## config.mk

```make
export PLATFORM = sky130hd
export DESIGN_NAME = pc_fetch_sequencer
export DESIGN_NICKNAME = d
export VERILOG_FILES = /design/src/rtl/pc_fetch_sequencer_pkg.sv /design/src/rtl/pc_fetch_sequencer_next_pc_calc.sv /design/src/rtl/pc_fetch_sequencer.sv
export SDC_FILE = /design/constraint.sdc
export NUM_CORES = 1
export LEC_CHECK = 0
export ABC_AREA = 1
export CAP_MARGIN = 20
export CORE_MARGIN = 2
export CORE_UTILIZATION = 45
export CTS_CLUSTER_DIAMETER = 100
export DETAILED_ROUTE_END_ITERATION = 7
export HOLD_SLACK_MARGIN = 0.03
export PLACE_DENSITY = 0.91
export SYNTH_ARGS = -nofsm -noshare
export SYNTH_HDL_FRONTEND = slang
export SYNTH_SLANG_ARGS = --single-unit
```

## constraint.sdc

```tcl
create_clock -name clk -period 2.7 [get_ports clk]
set_input_delay 0.54 -clock clk [delete_from_list [all_inputs] [get_ports clk]]
set_output_delay 0.54 -clock clk [all_outputs]
set_load 0.1 [all_outputs]
```

## src/rtl/pc_fetch_sequencer_pkg.sv

```systemverilog
// Shared types and constants for the PC fetch sequencer: next-address select codes,
// FSM state encoding and the sequential PC increment.
package pc_fetch_sequencer_pkg;

  typedef enum logic [1:0] {
    SEL_SEQ    = 2'd0,
    SEL_BRANCH = 2'd1,
    SEL_JUMP   = 2'd2,
    SEL_JREG   = 2'd3
  } pcSelT;

  typedef enum logic [1:0] {
    ST_RST   = 2'd0,
    ST_FETCH = 2'd1,
    ST_EXEC  = 2'd2,
    ST_HALT  = 2'd3
  } stateT;

  localparam int unsigned PC_INC = 4;

endpackage

```

## src/rtl/pc_fetch_sequencer_next_pc_calc.sv

```systemverilog
// Combinational next-PC resolution from decode/ALU control. All targets wrap modulo 2^PC_W.
module next_pc_calc
  import pc_fetch_sequencer_pkg::*;
#(
  parameter int unsigned PC_W = 16
) (
  input  logic [PC_W-1:0] pc,
  input  logic            Jump,
  input  logic            JumpFromReg,
  input  logic            Branch,
  input  logic            Zero,
  input  logic [15:0]     BranchOffset,
  input  logic [25:0]     JumpOffset,
  input  logic [15:0]     ReadData1,
  output logic [PC_W-1:0] nextPc,
  output pcSelT           sel
);

  logic [PC_W-1:0] seqPc;
  logic [PC_W-1:0] branchPc;
  logic [PC_W-1:0] jumpPc;
  logic [PC_W-1:0] regPc;

  // Word offsets become byte offsets; the size casts give the wrap with no sign extension.
  assign seqPc    = pc + PC_W'(PC_INC);
  assign branchPc = seqPc + PC_W'({BranchOffset, 2'b00});
  assign jumpPc   = PC_W'({JumpOffset, 2'b00});
  assign regPc    = PC_W'(ReadData1);

  always_comb begin
    nextPc = seqPc;
    sel    = SEL_SEQ;
    if (Jump && JumpFromReg) begin
      nextPc = regPc;
      sel    = SEL_JREG;
    end else if (Jump) begin
      nextPc = jumpPc;
      sel    = SEL_JUMP;
    end else if (Branch && Zero) begin
      nextPc = branchPc;
      sel    = SEL_BRANCH;
    end
  end

endmodule

```

## src/rtl/pc_fetch_sequencer.sv

```systemverilog
// Program counter owner: paces instruction fetch on the imem req/ack handshake, applies the
// resolved next-address select once per instruction, and handles halt and fetch timeout.
module pc_fetch_sequencer
  import pc_fetch_sequencer_pkg::*;
#(
  parameter int unsigned     PC_W        = 16,
  parameter logic [PC_W-1:0] RESET_PC    = '0,
  parameter int unsigned     ACK_TIMEOUT = 8
) (
  input  logic            clk,
  input  logic            reset,
  output logic            imem_req,
  output logic [PC_W-1:0] imem_addr,
  input  logic            imem_ack,
  output logic            fetch_done,
  input  logic            ctrl_valid,
  input  logic            stall,
  input  logic            halt_req,
  input  logic            Jump,
  input  logic            JumpFromReg,
  input  logic            Branch,
  input  logic            Zero,
  input  logic [15:0]     BranchOffset,
  input  logic [25:0]     JumpOffset,
  input  logic [15:0]     ReadData1,
  output logic [PC_W-1:0] pc,
  output logic [1:0]      pc_sel,
  output logic [15:0]     instr_count,
  output logic            halted,
  output logic            fetch_err
);

  localparam logic [7:0] TimeoutMax = 8'(ACK_TIMEOUT);

  stateT           stateQ, stateD;
  logic [PC_W-1:0] pcQ, pcD;
  pcSelT           pcSelQ, pcSelD;
  logic [15:0]     instrCntQ, instrCntD;
  logic [7:0]      waitCntQ, waitCntD;
  logic            reqQ, reqD;
  logic            doneQ, doneD;
  logic            haltedQ, haltedD;
  logic            errQ, errD;

  logic [PC_W-1:0] nextPc;
  pcSelT           nextSel;
  logic [7:0]      waitCntInc;

  next_pc_calc #(
    .PC_W(PC_W)
  ) u_next_pc_calc (
    .pc          (pcQ),
    .Jump        (Jump),
    .JumpFromReg (JumpFromReg),
    .Branch      (Branch),
    .Zero        (Zero),
    .BranchOffset(BranchOffset),
    .JumpOffset  (JumpOffset),
    .ReadData1   (ReadData1),
    .nextPc      (nextPc),
    .sel         (nextSel)
  );

  assign waitCntInc = waitCntQ + 8'd1;

  always_comb begin
    stateD    = stateQ;
    pcD       = pcQ;
    pcSelD    = pcSelQ;
    instrCntD = instrCntQ;
    waitCntD  = waitCntQ;
    doneD     = 1'b0;
    errD      = errQ;
    unique case (stateQ)
      ST_RST: begin
        stateD   = ST_FETCH;
        waitCntD = '0;
      end
      ST_FETCH: begin
        // Ack wins over timeout, even on the last permitted cycle.
        if (imem_ack) begin
          stateD   = ST_EXEC;
          doneD    = 1'b1;
          waitCntD = '0;
        end else begin
          waitCntD = waitCntInc;
          if (waitCntInc == TimeoutMax) begin
            errD   = 1'b1;
            stateD = ST_HALT;
          end
        end
      end
      ST_EXEC: begin
        if (ctrl_valid && !stall) begin
          instrCntD = instrCntQ + 16'd1;
          if (halt_req) begin
            stateD = ST_HALT;
          end else begin
            pcD    = nextPc;
            pcSelD = nextSel;
            stateD = ST_FETCH;
          end
        end
      end
      ST_HALT: begin
      end
      default: stateD = ST_RST;
    endcase
    // Request and halted flag are registered copies of the state being entered.
    reqD    = (stateD == ST_FETCH);
    haltedD = (stateD == ST_HALT);
  end

  always_ff @(posedge clk) begin
    if (reset) begin
      stateQ    <= ST_RST;
      pcQ       <= RESET_PC;
      pcSelQ    <= SEL_SEQ;
      instrCntQ <= '0;
      waitCntQ  <= '0;
      reqQ      <= 1'b0;
      doneQ     <= 1'b0;
      haltedQ   <= 1'b0;
      errQ      <= 1'b0;
    end else begin
      stateQ    <= stateD;
      pcQ       <= pcD;
      pcSelQ    <= pcSelD;
      instrCntQ <= instrCntD;
      waitCntQ  <= waitCntD;
      reqQ      <= reqD;
      doneQ     <= doneD;
      haltedQ   <= haltedD;
      errQ      <= errD;
    end
  end

  assign imem_req    = reqQ;
  assign imem_addr   = pcQ;
  assign pc          = pcQ;
  assign pc_sel      = pcSelQ;
  assign instr_count = instrCntQ;
  assign fetch_done  = doneQ;
  assign halted      = haltedQ;
  assign fetch_err   = errQ;

endmodule

```

# Word-level counts from Yosys, hierarchy flattened

Index checks and enable logic that the tools add are counted.

Reduce and logical (&&, ||, !) cells: 10
Mux-type cells: 14
Add/subtract/negate cells: 4
Bitwise logic cells: 3
Equality and inequality tests: 5

Operators with widths:

| cell                                                | number |
|---|---|
| 2-to-1 mux 16 bit                                   | 3 |
| adder 16 x 1 -> 16 bit, second input constant       | 1 |
| adder 16 bit                                        | 1 |
| adder 16 x 3 -> 16 bit, second input constant       | 1 |
| one-hot mux 8 bit (2 select lines)                  | 1 |
| 2-to-1 mux 2 bit                                    | 6 |
| adder 8 x 1 -> 8 bit, second input constant         | 1 |
| equality test 8 x 4 -> 1 bit, second input constant | 1 |
| 2-to-1 mux 8 bit                                    | 1 |
| one-hot mux 2 bit (3 select lines)                  | 1 |
| AND reduction 3 bit                                 | 2 |
| equality test 2 x 1 -> 1 bit, second input constant | 2 |
| equality test 2 bit, second input constant          | 2 |
| logical AND 1 bit                                   | 3 |
| NOT 1 bit                                           | 3 |
| zero test 2 bit                                     | 1 |
| 2-to-1 mux 1 bit                                    | 2 |
| AND reduction 2 bit                                 | 1 |
| nonzero test 2 bit                                  | 1 |
| OR reduction 2 bit                                  | 1 |
| zero test 1 bit                                     | 1 |

Input bits: 68
Logic and storage cells: 45
Register bits after elaboration: 48
Output and inout port bits: 54

# Longest topological paths before layout

Depth after elaboration: 6
Gate-level depth with buffers: 20
Gate-level depth less buffers: 20

# Hierarchy

Synthesis repeated with hierarchy kept, for this count alone.

Cells, all modules: 603
Area, all modules: 3917.5 µm²

By module, submodules not included:

| module             | sequential area each (µm²) | area each (µm²) | times used | cells each |
|---|---|---|---|---|
| pc_fetch_sequencer | 960.9                      | 2423.6          | 1          | 328 |
| next_pc_calc       | 0.0                        | 1493.9          | 1          | 275 |

# Worst setup path before layout

No wires, ideal clock.

Path kind: register to register
From: register pcQ[2], in the netlist imem_addr[2]
To: register pcQ[15], in the netlist imem_addr[15]
Buffers on the path: 0
Clock period less this slack: 3226 ps
Data arrival time: 3094 ps
Cell stages (with the launch flop): 19
Library setup time: 132 ps
Slack: -526 ps
Data required time: 2568 ps
Cells stage by stage: dfxtp_1 > ha_1 > nand3_1 > nor3_1 > nand2_1 > xor2_1 > inv_1 > ha_1 > nand2_1 > nor2_1 > inv_1 > nor2_1 > nand2_1 > nand3_1 > nand3_1 > nand2_1 > nand3_1 > nand2_1 > a21oi_1

Cells in the longest elaborated chain, start to end: 5

Ends and longest elaborated chain:

| what                     | line                                  | RTL |
|---|---|---|
| start: declaration       | pc_fetch_sequencer.sv:36              | `logic [PC_W-1:0] pcQ, pcD;` |
| start signal: assignment | pc_fetch_sequencer.sv:127             | `pcQ <= pcD;` |
| adder 16 x 3 -> 16 bit * | pc_fetch_sequencer_next_pc_calc.sv:25 | `assign seqPc = pc + PC_W'(PC_INC);` |
| adder 16 bit             | pc_fetch_sequencer_next_pc_calc.sv:26 | `assign branchPc = seqPc + PC_W'({BranchOffset, 2'b00});` |
| 2-to-1 mux 16 bit *      | pc_fetch_sequencer_next_pc_calc.sv:39 | `end else if (Branch && Zero) begin` |
| 2-to-1 mux 16 bit *      | pc_fetch_sequencer_next_pc_calc.sv:36 | `end else if (Jump) begin` |
| 2-to-1 mux 16 bit *      | pc_fetch_sequencer_next_pc_calc.sv:33 | `if (Jump && JumpFromReg) begin` |

Every way passes the cells marked *; elsewhere a longest branch is shown, timed or not.
A chain may end at the register's enable or synchronous reset.

# Worst setup path in the final report

From: register pcQ[5], in the netlist imem_addr[5]
To: register pcQ[15], in the netlist imem_addr[15]

The elaborated chain is that of the path after synthesis.

==> flow_summary.yaml <==
global_routing:
  grt_pass1_wl_um: 16100
  overflow: 0
  grt_pass1_vias: 3597
  grt_util_all_layers_pct: 22.9
  grt_start_max_net_pins: 28
  grt_antenna_before_repair: 0
routing:
  num_vias: 3913
  wirelength_um: 10200
  drtIter0Drc: 219
  viasPerCell: 5.26
  wl_per_cell_um: 13.7
  postRouteAntennaNets: 0
  route.detailed.drc: 0
  drtPass1Iterations: 5
worst_setup_path:
  worstPathCellList: "inv_1 > nor2_2 > nand2_4 > nor3_4 > nand2_1 > and2_1 > ha_1 > nand2_1 > nor2_4 > inv_1 > nor2_1 > nand2_1 > nand3_1 > nand3_1 > nand2_1 > nand3_1 > nand2_1 > a21oi_1"
  critical_path.endpoint_type: "register"
  reg2reg_depth: 18
  rrSetupSlack_ns: 0.14
  cpMostUsedCell: "nand2_1"
  reg2reg_from: "imem_addr[5]"
  cpPeakStageDelay_ns: 0.45
  critical_path.startpoint_type: "register"
  worstPathArrival_ns: 2.76
  cp-startpoint: "imem_addr[5]"
  crit_required_ns: 2.90
  crit_slowest_cell: "dfxtp_2"
  cp_max_fo: 7
  path_class: "register to register"
  rr_endpoint: "imem_addr[15]"
  crit_end: "imem_addr[15]"
die:
  dieArea_um2: 8610
  core_um2: 7690
  die_x_um: 92.8
  io_pins: 122
  core.rowCount: 32
  start_util_pct: 46.1
  fp.dieH_um: 92.8
synth:
  netlist_instances: 541
  yosysWarnings: 0
  seq_area_frac_synth_pct: 27.1
  synth.distinct_cells: 39
  syn_area_um2: 3550
  ys_ff_latch: 48
  avgSynthCellArea_um2: 6.55
  synth_fp_nets: 631
clock_network:
  clock_latency_ns: 0.31
  ctsHoldBuffers: 0
  clockRootBuffer: "clkbuf_8"
  numCtsBuffers: 5
  cts_tree: "done"
  htree_num_levels: 2
  cts.sinks: 48
  ctsLongestPathBuffers: 2
  path_clk_slew_ns: 0.10
finish:
  drive_gt1_share_pct: 20.1
  antenna_cells: 0
  area_delta_synth_final_pct: 37.0
  finish.net_count: 731
power:
  p_leak_nw: 2.19
  vdd_ir_drop_max_uv: 262
  powerDensity_nw_per_um2: 327
  power.total_mw: 1.59
timing:
  max_freq_mhz: 391
  setup_ws_ns: 0.142
  tightest_slew_ns: 0.658
  setup_viol: 0
  finalHoldViolCount: 0
  post-route-min-period_ns: 2.56
  whs_ns: 0.458
  slew_viol_final: 0
  fin_crit_sh_pct: 94.7
  relSlewSlack_pct: 56.1
  skew_ns: 0.0164
placement:
  place_congestion: 0.949
  place_ws_ns: -0.0545
  place_hpwl_um: 7750
  port_buffers: 107
outcome:
  outcome: "finished clean"
job:
  maxCapViolCount: 0
hold_path:
  holdCritPathClass: "register to register"
  hold_path_depth: 2
Yosys cell counts (all sizes together):
library cell | instances | area share, %
nand2 | 132 | 14
inv | 69 | 7.4
nor2 | 67 | 8.5
dfxtp | 48 | 27
a21oi | 47 | 6.6
o21ai | 33 | 4.7
nand3 | 27 | 3.8
ha | 21 | 7.4
buf | 18 | 3.8
nor3 | 12 | 2.3
xor2 | 11 | 2.7
clkbuf | 9 | 0.95
xnor2 | 8 | 2.0
o211ai | 7 | 1.5
nand4 | 6 | 1.1
a221oi | 5 | 1.2
a41oi | 3 | 0.74
clkinv | 3 | 0.32
nand3b | 3 | 0.64
a211oi | 2 | 0.42
a31oi | 2 | 0.35
o21a | 2 | 0.42
a22o | 1 | 0.25
and2 | 1 | 0.18
and3 | 1 | 0.18
fa | 1 | 0.56
nor4 | 1 | 0.18
o21bai | 1 | 0.32
cell families after synthesis:
| family | synth area share (%) |
|---|---|
| XOR/XNOR | 4.69 |
| AO/OA/AOI/OAI | 16.5 |
| buffers and inverters | 12.5 |
| AND/OR/NAND/NOR | 31.3 |
| flip-flops | 27.1 |
| adder cells (fa/ha/maj) | 7.97 |
through the flow:
step	setup TNS [ns]	cell area (um2)	utilization (%)	cells
after global routing	-0.108	4860	63.2	744
after global placement	0	4520	58.7	730
final	0	4860	63.2	744
after detailed placement	-0.0545	4520	58.7	730
after CTS	0	4640	60.3	738
after floorplan	0	3570	-	541
worst min-delay path by stage:
| stage | startpoint | to | slack, ns |
|---|---|---|---|
| final | fetch_err | fetch_err | 0.46 |
| after global routing | fetch_err | fetch_err | 0.49 |
| after CTS | fetch_err | fetch_err | 0.46 |
| after detailed placement | fetch_err | fetch_err | 0.45 |
| after global placement | fetch_err | fetch_err | 0.44 |
| after floorplan | waitCntQ[7] | waitCntQ[7] | 0.45 |
power by group:
| part | total, mW | internal (mW) | switching (mW) | leakage (nW) |
|---|---|---|---|---|
| Combinational | 0.339 | 0.140 | 0.199 | 1.73 |
| Clock | 0.518 | 0.266 | 0.252 | 0.0596 |
| Sequential | 0.730 | 0.716 | 0.0145 | 0.395 |
layout by cell type, fill, tap and decap left out, types with 4 or more instances in the layout:
cell type	instances
a21oi_1	43
a21oi_2	4
a221oi_1	5
buf_4	67
clkbuf_8	6
clkdlybuf4s50_1	53
dfxtp_1	36
dfxtp_2	9
ha_1	15
ha_4	6
inv_1	66
nand2_1	125
nand2_2	5
nand3_1	25
nand4_1	6
nor2_1	55
nor2_2	5
nor2_4	6
nor3_1	7
o211ai_1	7
o21ai_0	33
xnor2_1	7
xor2_1	10
routing by layer:
metal | part of all wire (%) | routed length (um) | vias up | GRT usage (%)
met3 | 6.4 | 650 | 19 | 4.48
li1 | - | - | 1956 | -
met1 | 43 | 4410 | 1802 | 29.6
met5 | 0 | 0 | - | 0
met2 | 49 | 5020 | 136 | 39.1
met4 | 1.4 | 142 | 0 | 5.76
repair_timing:
| item | CTS | global route |
|---|---|---|
| buffers inserted | 0 | 6 |
| pin swaps | 0 | 6 |
| setup endpoints to repair | 1 | 6 |
| resized for setup | 1 | 31 |
registers in the layout, summed over array words and instances, names as in the netlist:
signal	count
stateQ	2
halted	1
fetch_err	1
instr_count	16
waitCntQ	8
pc_sel	2
imem_req	1
fetch_done	1
imem_addr	16
final cells by class:
cell class                      count  area, um2
Fill cell                         677       2830
Multi-Input combinational cell    394       2320
Timing Repair Buffer              120       1030
Sequential cell                    48        983
Inverter                           72        273
Tap cell                          102        128
Clock buffer                        7        108
Clock inverter                      1       8.76
critical path, delay by kind of cell (launching register included):
| family | cells | cell delay [ns] |
|---|---|---|
| buffers and inverters | 2 | 0.15 |
| AOI/OAI and AO/OA | 1 | 0.05 |
| adders and majority gates | 1 | 0.32 |
| and+or+nand+nor | 14 | 1.47 |
| DFF | 1 | 0.45 |
No activity file was read; power rests on OpenSTA's default activity.
